File: config.mk
export PLATFORM = sky130hd
export DESIGN_NAME = wb_ssram_ctrl_flat
export DESIGN_NICKNAME = d
export VERILOG_FILES = /design/src/rtl/wb_ssram_ctrl_if.sv /design/src/rtl/wb_ssram_ctrl.sv /design/src/flat_wrapper.sv
export SDC_FILE = /design/constraint.sdc
export NUM_CORES = 1
export LEC_CHECK = 0
export BUFFER_PORTS_ARGS = -buffer_cell sky130_fd_sc_hd__buf_2
export CAP_MARGIN = 20
export CELL_PAD_IN_SITES_DETAIL_PLACEMENT = 1
export CELL_PAD_IN_SITES_GLOBAL_PLACEMENT = 2
export CORE_MARGIN = 2
export CORE_UTILIZATION = 25
export DETAILED_ROUTE_END_ITERATION = 7
export PLACE_DENSITY_LB_ADDON = 0.1
export SYNTH_ARGS = -nofsm -noshare
export SYNTH_HDL_FRONTEND = slang
export SYNTH_SLANG_ARGS = --single-unit
File: constraint.sdc
create_clock -name clk_i -period 4.4 [get_ports clk_i]
set_input_delay 0.88 -clock clk_i [delete_from_list [all_inputs] [get_ports clk_i]]
set_output_delay 0.88 -clock clk_i [all_outputs]
set_load 0.01 [all_outputs]
File: src/rtl/wb_ssram_ctrl_if.sv
// wb_ssram_ctrl_if: Wishbone classic bus between system master and the SSRAM controller
interface wb_ssram_ctrl_if;
  logic [31:0] wb_addr_i;
  logic [31:0] wb_data_i;
  logic [31:0] wb_data_o;
  logic [3:0]  wb_sel_i;
  logic        wb_we_i;
  logic        wb_cyc_i;
  logic        wb_stb_i;
  logic        wb_ack_o;
  logic        wb_err_o;
  modport slave (
    input  wb_addr_i, wb_data_i, wb_sel_i, wb_we_i, wb_cyc_i, wb_stb_i,
    output wb_data_o, wb_ack_o, wb_err_o
  );
  modport master (
    output wb_addr_i, wb_data_i, wb_sel_i, wb_we_i, wb_cyc_i, wb_stb_i,
    input  wb_data_o, wb_ack_o, wb_err_o
  );
endinterface

File: src/rtl/wb_ssram_ctrl.sv
// wb_ssram_ctrl: Wishbone slave driving up to eight banks of pipelined synchronous SSRAM
module wb_ssram_ctrl #(
  parameter int          RD_LAT   = 2,
  parameter logic [31:0] POC_INIT = 32'h0000_0002
) (
  input  logic        clk_i,
  input  logic        rst_i,
  wb_ssram_ctrl_if.slave wb,
  input  logic        susp_req_i,
  input  logic        resume_req_i,
  output logic        suspended_o,
  output logic [31:0] poc_o,
  output logic [23:0] mc_addr_o,
  output logic [31:0] mc_data_o,
  input  logic [31:0] mc_data_i,
  output logic        mc_doe_o,
  output logic [3:0]  mc_dqm_o,
  output logic [7:0]  mc_cs_o_,
  output logic        mc_adsc_o_,
  output logic        mc_adv_o_,
  output logic        mc_we_o_,
  output logic        mc_oe_o_,
  output logic        mc_zz_o
);
  typedef enum logic [2:0] {IDLE, WR, RD_ADDR, RD_OE, ACK, ERR, SUSP} state_t;
  state_t st, nxt;
  logic [7:0] csc;
  logic [1:0] cnt;
  logic req, is_reg, is_mem, err_req, csc_hit, ld, mem_d, unused_addr;
  logic [2:0] bank, n;
  logic [21:0] w;
  logic [31:0] reg_rd;
  logic ack_d, err_d, adsc_d, we_d, oe_d, doe_d, sus_d;
  logic [7:0] cs_d;
  logic [3:0] dqm_d;
  logic [23:0] addr_d;
  logic [31:0] data_d, rdat_d;
  assign req         = wb.wb_cyc_i & wb.wb_stb_i;
  assign is_reg      = wb.wb_addr_i[31:24] == 8'h60;
  assign is_mem      = wb.wb_addr_i[31:26] == 6'd0;
  assign bank        = wb.wb_addr_i[25:23];
  assign err_req     = !is_reg && !(is_mem && csc[bank]);
  assign w           = wb.wb_addr_i[23:2];
  assign csc_hit     = w >= 22'd4 && w <= 22'd11;
  assign n           = w[2:0] - 3'd4;
  assign reg_rd      = w == 22'd0 ? {31'b0, suspended_o} : w == 22'd1 ? POC_INIT : csc_hit ? {31'b0, csc[n]} : 32'b0;
  assign ld          = nxt == ACK && (st == IDLE || st == SUSP);
  assign unused_addr = ^wb.wb_addr_i[1:0];
  assign mc_adv_o_   = 1'b1;
  assign poc_o       = POC_INIT;
  // state register
  always_ff @(posedge clk_i or negedge rst_i)
    if (!rst_i) st <= IDLE;
    else st <= nxt;
  // next state: suspend beats any request in IDLE, resume beats any request in SUSP
  always_comb begin
    nxt = st;
    case (st)
      IDLE:    nxt = susp_req_i ? SUSP : !req ? IDLE : err_req ? ERR : is_reg ? ACK : wb.wb_we_i ? WR : RD_ADDR;
      WR:      nxt = ACK;
      RD_ADDR: nxt = RD_OE;
      RD_OE:   nxt = cnt == 2'd0 ? ACK : RD_OE;
      ACK:     nxt = suspended_o ? SUSP : IDLE;
      ERR:     nxt = suspended_o ? SUSP : IDLE;
      SUSP:    nxt = resume_req_i ? IDLE : !req ? SUSP : is_reg ? ACK : ERR;
      default: nxt = IDLE;
    endcase
  end
  // output values for the state being entered, so every pad and bus output comes straight from a flop
  always_comb begin
    mem_d  = nxt == WR || nxt == RD_ADDR;
    ack_d  = nxt == ACK;
    err_d  = nxt == ERR;
    cs_d   = mem_d ? ~(8'd1 << bank) : 8'hFF;
    adsc_d = !mem_d;
    we_d   = nxt != WR;
    oe_d   = nxt != RD_OE;
    doe_d  = nxt == WR;
    dqm_d  = nxt == WR ? ~wb.wb_sel_i : nxt == RD_OE ? 4'h0 : 4'hF;
    addr_d = mem_d ? {3'b0, wb.wb_addr_i[22:2]} : mc_addr_o;
    data_d = nxt == WR ? wb.wb_data_i : mc_data_o;
    rdat_d = st == RD_OE && cnt == 2'd0 ? mc_data_i : ld && !wb.wb_we_i ? reg_rd : wb.wb_data_o;
    sus_d  = st == SUSP && resume_req_i ? 1'b0 : nxt == SUSP ? 1'b1 : suspended_o;
  end
  // registered outputs
  always_ff @(posedge clk_i or negedge rst_i)
    if (!rst_i) begin
      wb.wb_ack_o <= 1'b0;
      wb.wb_err_o <= 1'b0;
      wb.wb_data_o <= 32'b0;
      mc_cs_o_ <= 8'hFF;
      mc_adsc_o_ <= 1'b1;
      mc_we_o_ <= 1'b1;
      mc_oe_o_ <= 1'b1;
      mc_doe_o <= 1'b0;
      mc_dqm_o <= 4'hF;
      mc_addr_o <= 24'b0;
      mc_data_o <= 32'b0;
      suspended_o <= 1'b0;
      mc_zz_o <= 1'b0;
    end else begin
      wb.wb_ack_o <= ack_d;
      wb.wb_err_o <= err_d;
      wb.wb_data_o <= rdat_d;
      mc_cs_o_ <= cs_d;
      mc_adsc_o_ <= adsc_d;
      mc_we_o_ <= we_d;
      mc_oe_o_ <= oe_d;
      mc_doe_o <= doe_d;
      mc_dqm_o <= dqm_d;
      mc_addr_o <= addr_d;
      mc_data_o <= data_d;
      suspended_o <= sus_d;
      mc_zz_o <= sus_d;
    end
  // bank enables and the read-latency countdown, reloaded in RD_ADDR before each use
  always_ff @(posedge clk_i or negedge rst_i)
    if (!rst_i) begin
      csc <= 8'h01;
      cnt <= 2'd0;
    end else begin
      cnt <= st == RD_ADDR ? 2'(RD_LAT - 1) : cnt - 2'd1;
      if (ld && wb.wb_we_i && csc_hit && wb.wb_sel_i[0]) csc[n] <= wb.wb_data_i[0];
    end
endmodule

File: src/flat_wrapper.sv
// flat-port wrapper written by rule: the top's interface ports become plain ports
module wb_ssram_ctrl_flat 
#(
  parameter int          RD_LAT   = 2,
  parameter logic [31:0] POC_INIT = 32'h0000_0002
)
  (clk_i, rst_i, susp_req_i, resume_req_i, suspended_o, poc_o, mc_addr_o, mc_data_o, mc_data_i, mc_doe_o, mc_dqm_o, mc_cs_o_, mc_adsc_o_, mc_adv_o_, mc_we_o_, mc_oe_o_, mc_zz_o, wb_wb_addr_i, wb_wb_data_i, wb_wb_sel_i, wb_wb_we_i, wb_wb_cyc_i, wb_wb_stb_i, wb_wb_data_o, wb_wb_ack_o, wb_wb_err_o);
  wb_ssram_ctrl_if wb_i ();
  input  logic clk_i;
  input  logic rst_i;
  input  logic susp_req_i;
  input  logic resume_req_i;
  output logic suspended_o;
  output logic [31:0] poc_o;
  output logic [23:0] mc_addr_o;
  output logic [31:0] mc_data_o;
  input  logic [31:0] mc_data_i;
  output logic mc_doe_o;
  output logic [3:0] mc_dqm_o;
  output logic [7:0] mc_cs_o_;
  output logic mc_adsc_o_;
  output logic mc_adv_o_;
  output logic mc_we_o_;
  output logic mc_oe_o_;
  output logic mc_zz_o;
  input wire logic [$bits(wb_i.wb_addr_i)-1:0] wb_wb_addr_i;
  input wire logic [$bits(wb_i.wb_data_i)-1:0] wb_wb_data_i;
  input wire logic [$bits(wb_i.wb_sel_i)-1:0] wb_wb_sel_i;
  input wire logic [$bits(wb_i.wb_we_i)-1:0] wb_wb_we_i;
  input wire logic [$bits(wb_i.wb_cyc_i)-1:0] wb_wb_cyc_i;
  input wire logic [$bits(wb_i.wb_stb_i)-1:0] wb_wb_stb_i;
  output wire logic [$bits(wb_i.wb_data_o)-1:0] wb_wb_data_o;
  output wire logic [$bits(wb_i.wb_ack_o)-1:0] wb_wb_ack_o;
  output wire logic [$bits(wb_i.wb_err_o)-1:0] wb_wb_err_o;
  assign wb_i.wb_addr_i = wb_wb_addr_i;
  assign wb_i.wb_data_i = wb_wb_data_i;
  assign wb_i.wb_sel_i = wb_wb_sel_i;
  assign wb_i.wb_we_i = wb_wb_we_i;
  assign wb_i.wb_cyc_i = wb_wb_cyc_i;
  assign wb_i.wb_stb_i = wb_wb_stb_i;
  assign wb_wb_data_o = wb_i.wb_data_o;
  assign wb_wb_ack_o = wb_i.wb_ack_o;
  assign wb_wb_err_o = wb_i.wb_err_o;
  wb_ssram_ctrl #(.RD_LAT(RD_LAT), .POC_INIT(POC_INIT)) u_core (.clk_i(clk_i), .rst_i(rst_i), .wb(wb_i), .susp_req_i(susp_req_i), .resume_req_i(resume_req_i), .suspended_o(suspended_o), .poc_o(poc_o), .mc_addr_o(mc_addr_o), .mc_data_o(mc_data_o), .mc_data_i(mc_data_i), .mc_doe_o(mc_doe_o), .mc_dqm_o(mc_dqm_o), .mc_cs_o_(mc_cs_o_), .mc_adsc_o_(mc_adsc_o_), .mc_adv_o_(mc_adv_o_), .mc_we_o_(mc_we_o_), .mc_oe_o_(mc_oe_o_), .mc_zz_o(mc_zz_o));
endmodule
==> flow_summary_export.csv <==
group,metric,value,unit
drt,wl_met1,6410,um
floorplan,core_region_area,20400,um2
clock_tree,cts.clk_slew.worst_paths,0.06,ns
clock_tree,cts_made_buffers,17,
sta,fmax,0.297,GHz
synth,netlist.area_leader.share,48.5,%
power,power.total,4.59,mW
sta,slew_violations,0,
synth,postSynthAreaPerCell,13.3,um2
drt,vias_per_cell,4.37,
status,status,"finished, final reports clean",
synth,async_flop_share,100,%
global_route,antenna_found_initial,0,
clock_tree,clk_latency,0.42,ns
synth,syn_area,5210,um2
final_layout,drive_gt1_share,49.4,%
clock_tree,cts_buffer_depth,2,
synth,synth_top_family_by_area,"multiplexers",
sta,worst_slew_pin_slew,0.862,ns
synth,ys_warn_count,0,
drt,ant_nets,0,
drt,met2_wirelength,7240,um
placement,hpwl,10800,um
final_layout,area_delta_synth_final,34.2,%
floorplan,fp-row-count,52,
drt,first_iter_violations,157,
synth,synthAdderAreaFrac,0.240,%
sta,setup_slack,1.03,ns
floorplan,die_h,148,um
synth,synth_compound_area_share,9.10,%
synth,yosysSeqAreaShare,56.6,%
placement,place.gp.congestion,0.737,
synth,yosys.area_share.simple,8.81,%
clock_tree,cts_tree,"done",
drt,drc,0,
synth,synth-edff-count,0,
sta,grt_setup_unrepaired,"false",
global_route,grt_pass1_wl,23300,um
drt,routed-wl-met3,1050,um
synth,synth_flop_cell,"dfrtp_1",
synth,synth.area.mux_share,17.0,%
synth,netlist-cell-type-count,52,
worst_setup_path,timing_worst_setup_path_type,"in2reg",
power,cellPowerDensity,656,nW/um2
global_route,grt_usage,13.8,%
global_route,overflow,0,
synth,ys_seq_elements,117,
drt,routed_wl,14900,um
floorplan,start_util,25.6,%
final_layout,nNetsFinal,710,
power,max-vdd-ir-drop,290,uV
drt,routedWlPerCell,16.8,um
drt,topRoutingLayerUsed,"met4",
sta,timing.final.crit_share,76.6,%
worst_setup_path,arrival,3.72,ns
global_route,grt_max_degree,68,
floorplan,die-area,22000,um2
sta,hold_viol_final,0,
job,drv_cap,0,
synth,synth_top_cell_by_area,"dfrtp_1",
clock_tree,post_cts_resize_count,0,
clock_tree,cts_sinks,117,
placement,dpl_worst_slack,0.572,ns
clock_tree,ctsHoldBuffers,0,
power,p_leak,3.56,nW
sta,post-route-min-period,3.37,ns
placement,portBuffers,209,
floorplan,die_w,148,um
worst_setup_path,cp.required,4.75,ns
clock_tree,cts_setup_buffers,0,
synth,synthXorXnorAreaFrac,0.168,%
synth,synth.area.top_cells,"dfrtp_1, dfstp_2, mux2_4",
sta,finClkSkew,0.0117,ns
global_route,grt_pass1_vias,4104,
floorplan,ios,248,
drt,drt_first_pass_iters,4,
final_layout,antenna_cells,0,
drt,vias,3867,
sta,tns,0,ns
sta,finalSetupViolations,0,
synth,synth_cells,392,
worst_setup_path,crit_fanout,18,
worst_setup_path,end_kind,"flop",
clock_tree,clockRootBuffer,"clkbuf_16",
worst_setup_path,cp-start-kind,"primary input",
sta,slew_headroom,42.5,%
clock_tree,cts_max_level,4,
hold_path,hold_path_class,"reg2reg",
[placed cells by master, fill, tap and decap left out, types with 3 or more instances in the layout]
master / instances
nor4_1: 15
or2_2: 3
a31oi_1: 4
mux2_1: 33
nor2b_1: 3
a21oi_1: 5
buf_2: 208
mux2_4: 28
inv_1: 4
clkinv_4: 5
a22o_1: 30
nor2_1: 9
clkinvlp_4: 3
dfrtp_1: 101
clkbuf_16: 17
buf_4: 4
nand2_1: 12
o21ai_0: 6
dfstp_2: 16
conb_1: 36
nand3_1: 8
mux2i_1: 7
nand2b_1: 8
or3_1: 3
nand3b_1: 5
[cell type report]
class,instances,area [um2]
Fill cell,2280,13400
Sequential cell,117,2950
Multi-Input combinational cell,246,1990
Timing Repair Buffer,214,1110
Clock buffer,18,429
Tap cell,270,338
Clock inverter,14,154
Inverter,6,22.5
[per-layer routing]
metal | track usage (%) | vias up
met5 | 0 | -
met4 | 4.71 | 0
met3 | 4.36 | 12
met2 | 22.3 | 145
met1 | 17.4 | 1933
li1 | - | 1777
[final timing paths]
kind | to | slack (ns) | startpoint | depth (start not counted)
worst min register to register | u_core.mc_addr_o[6]$_DFFE_PN0N_ | 0.48 | u_core.mc_addr_o[6]$_DFFE_PN0N_ | 1
min in group asynchronous | u_core.wb.wb_data_o[3]$_DFFE_PN0P_ | 0.50 | rst_i | 1
worst max-delay path | u_core.wb.wb_data_o[15]$_DFFE_PN0P_ | 1.03 | wb_wb_addr_i[28] | 8
worst min-delay path | u_core.mc_addr_o[6]$_DFFE_PN0N_ | 0.48 | u_core.mc_addr_o[6]$_DFFE_PN0N_ | 1
worst max register to register | u_core.wb.wb_data_o[15]$_DFFE_PN0P_ | 1.03 | u_core.st[2]$_DFF_PN0_ | 6
max in group asynchronous | u_core.mc_dqm_o[1]$_DFF_PN1_ | 3.02 | rst_i | 2
[state kept, by name, summed over array words and instances, names as in the netlist, 2 cells and up]
register             count
u_core.cnt               2
u_core.csc               8
u_core.mc_addr_o        21
u_core.mc_cs_o_          8
u_core.mc_data_o        32
u_core.mc_dqm_o          4
u_core.st                3
u_core.wb.wb_data_o     32
[worst max-delay path, cell delays in order]
cell and delay [ns]:
buf_2 0.09, or4_4 0.54, a2111oi_2 0.20, and3_2 0.31, a2bb2oi_2 0.46, o31a_1 0.73, buf_4 0.34, a22o_1 0.16
[where the power goes]
group / switching, mW / internal, mW
Combinational: 0.810 / 0.741
Clock: 0.528 / 0.837
Sequential: 0.208 / 1.46
Total: 1.55 / 3.04
[synth_stat cells, types with 3 or more instances]
library cell,count
dfstp_2,16
a22o_1,30
nor2_1,10
clkbuf_1,6
a31oi_1,5
buf_6,4
nor4_1,15
mux2_1,33
or3_1,3
mux2_4,28
buf_2,9
a21oi_1,5
nand2b_1,8
inv_1,4
mux2i_1,7
o21ai_0,6
nand3b_1,5
dfrtp_1,101
nand2_1,12
nor2b_1,3
nand3_1,8
buf_4,37
[kinds of logic (layout without fill, tap and decap cells)]
| kind of cell | count (synthesis) | count (layout) |
|---|---|---|
| muxes | 70 | 70 |
| DFF | 117 | 117 |
| xor gates and xnor gates | 1 | 1 |
| adders and majority gates | 1 | 1 |
| and+or+nand+nor | 79 | 79 |
| AOI/OAI and AO/OA | 59 | 59 |
| buffers and inverters | 63 | 252 |
| other | 2 | 36 |
[metrics by stage]
stage               instance area [um2]  hold WS [ns]  util, %  instances
global route                       6990         0.506     34.3        885
detailed placement                 6410         0.462     31.5        853
global placement                   6410         0.443     31.5        853
CTS                                6990         0.480     34.3        885
floorplan                          5340         0.428        -        426
finish                             6990         0.480     34.3        885
Note: power is estimated with default switching activity, not from simulation.
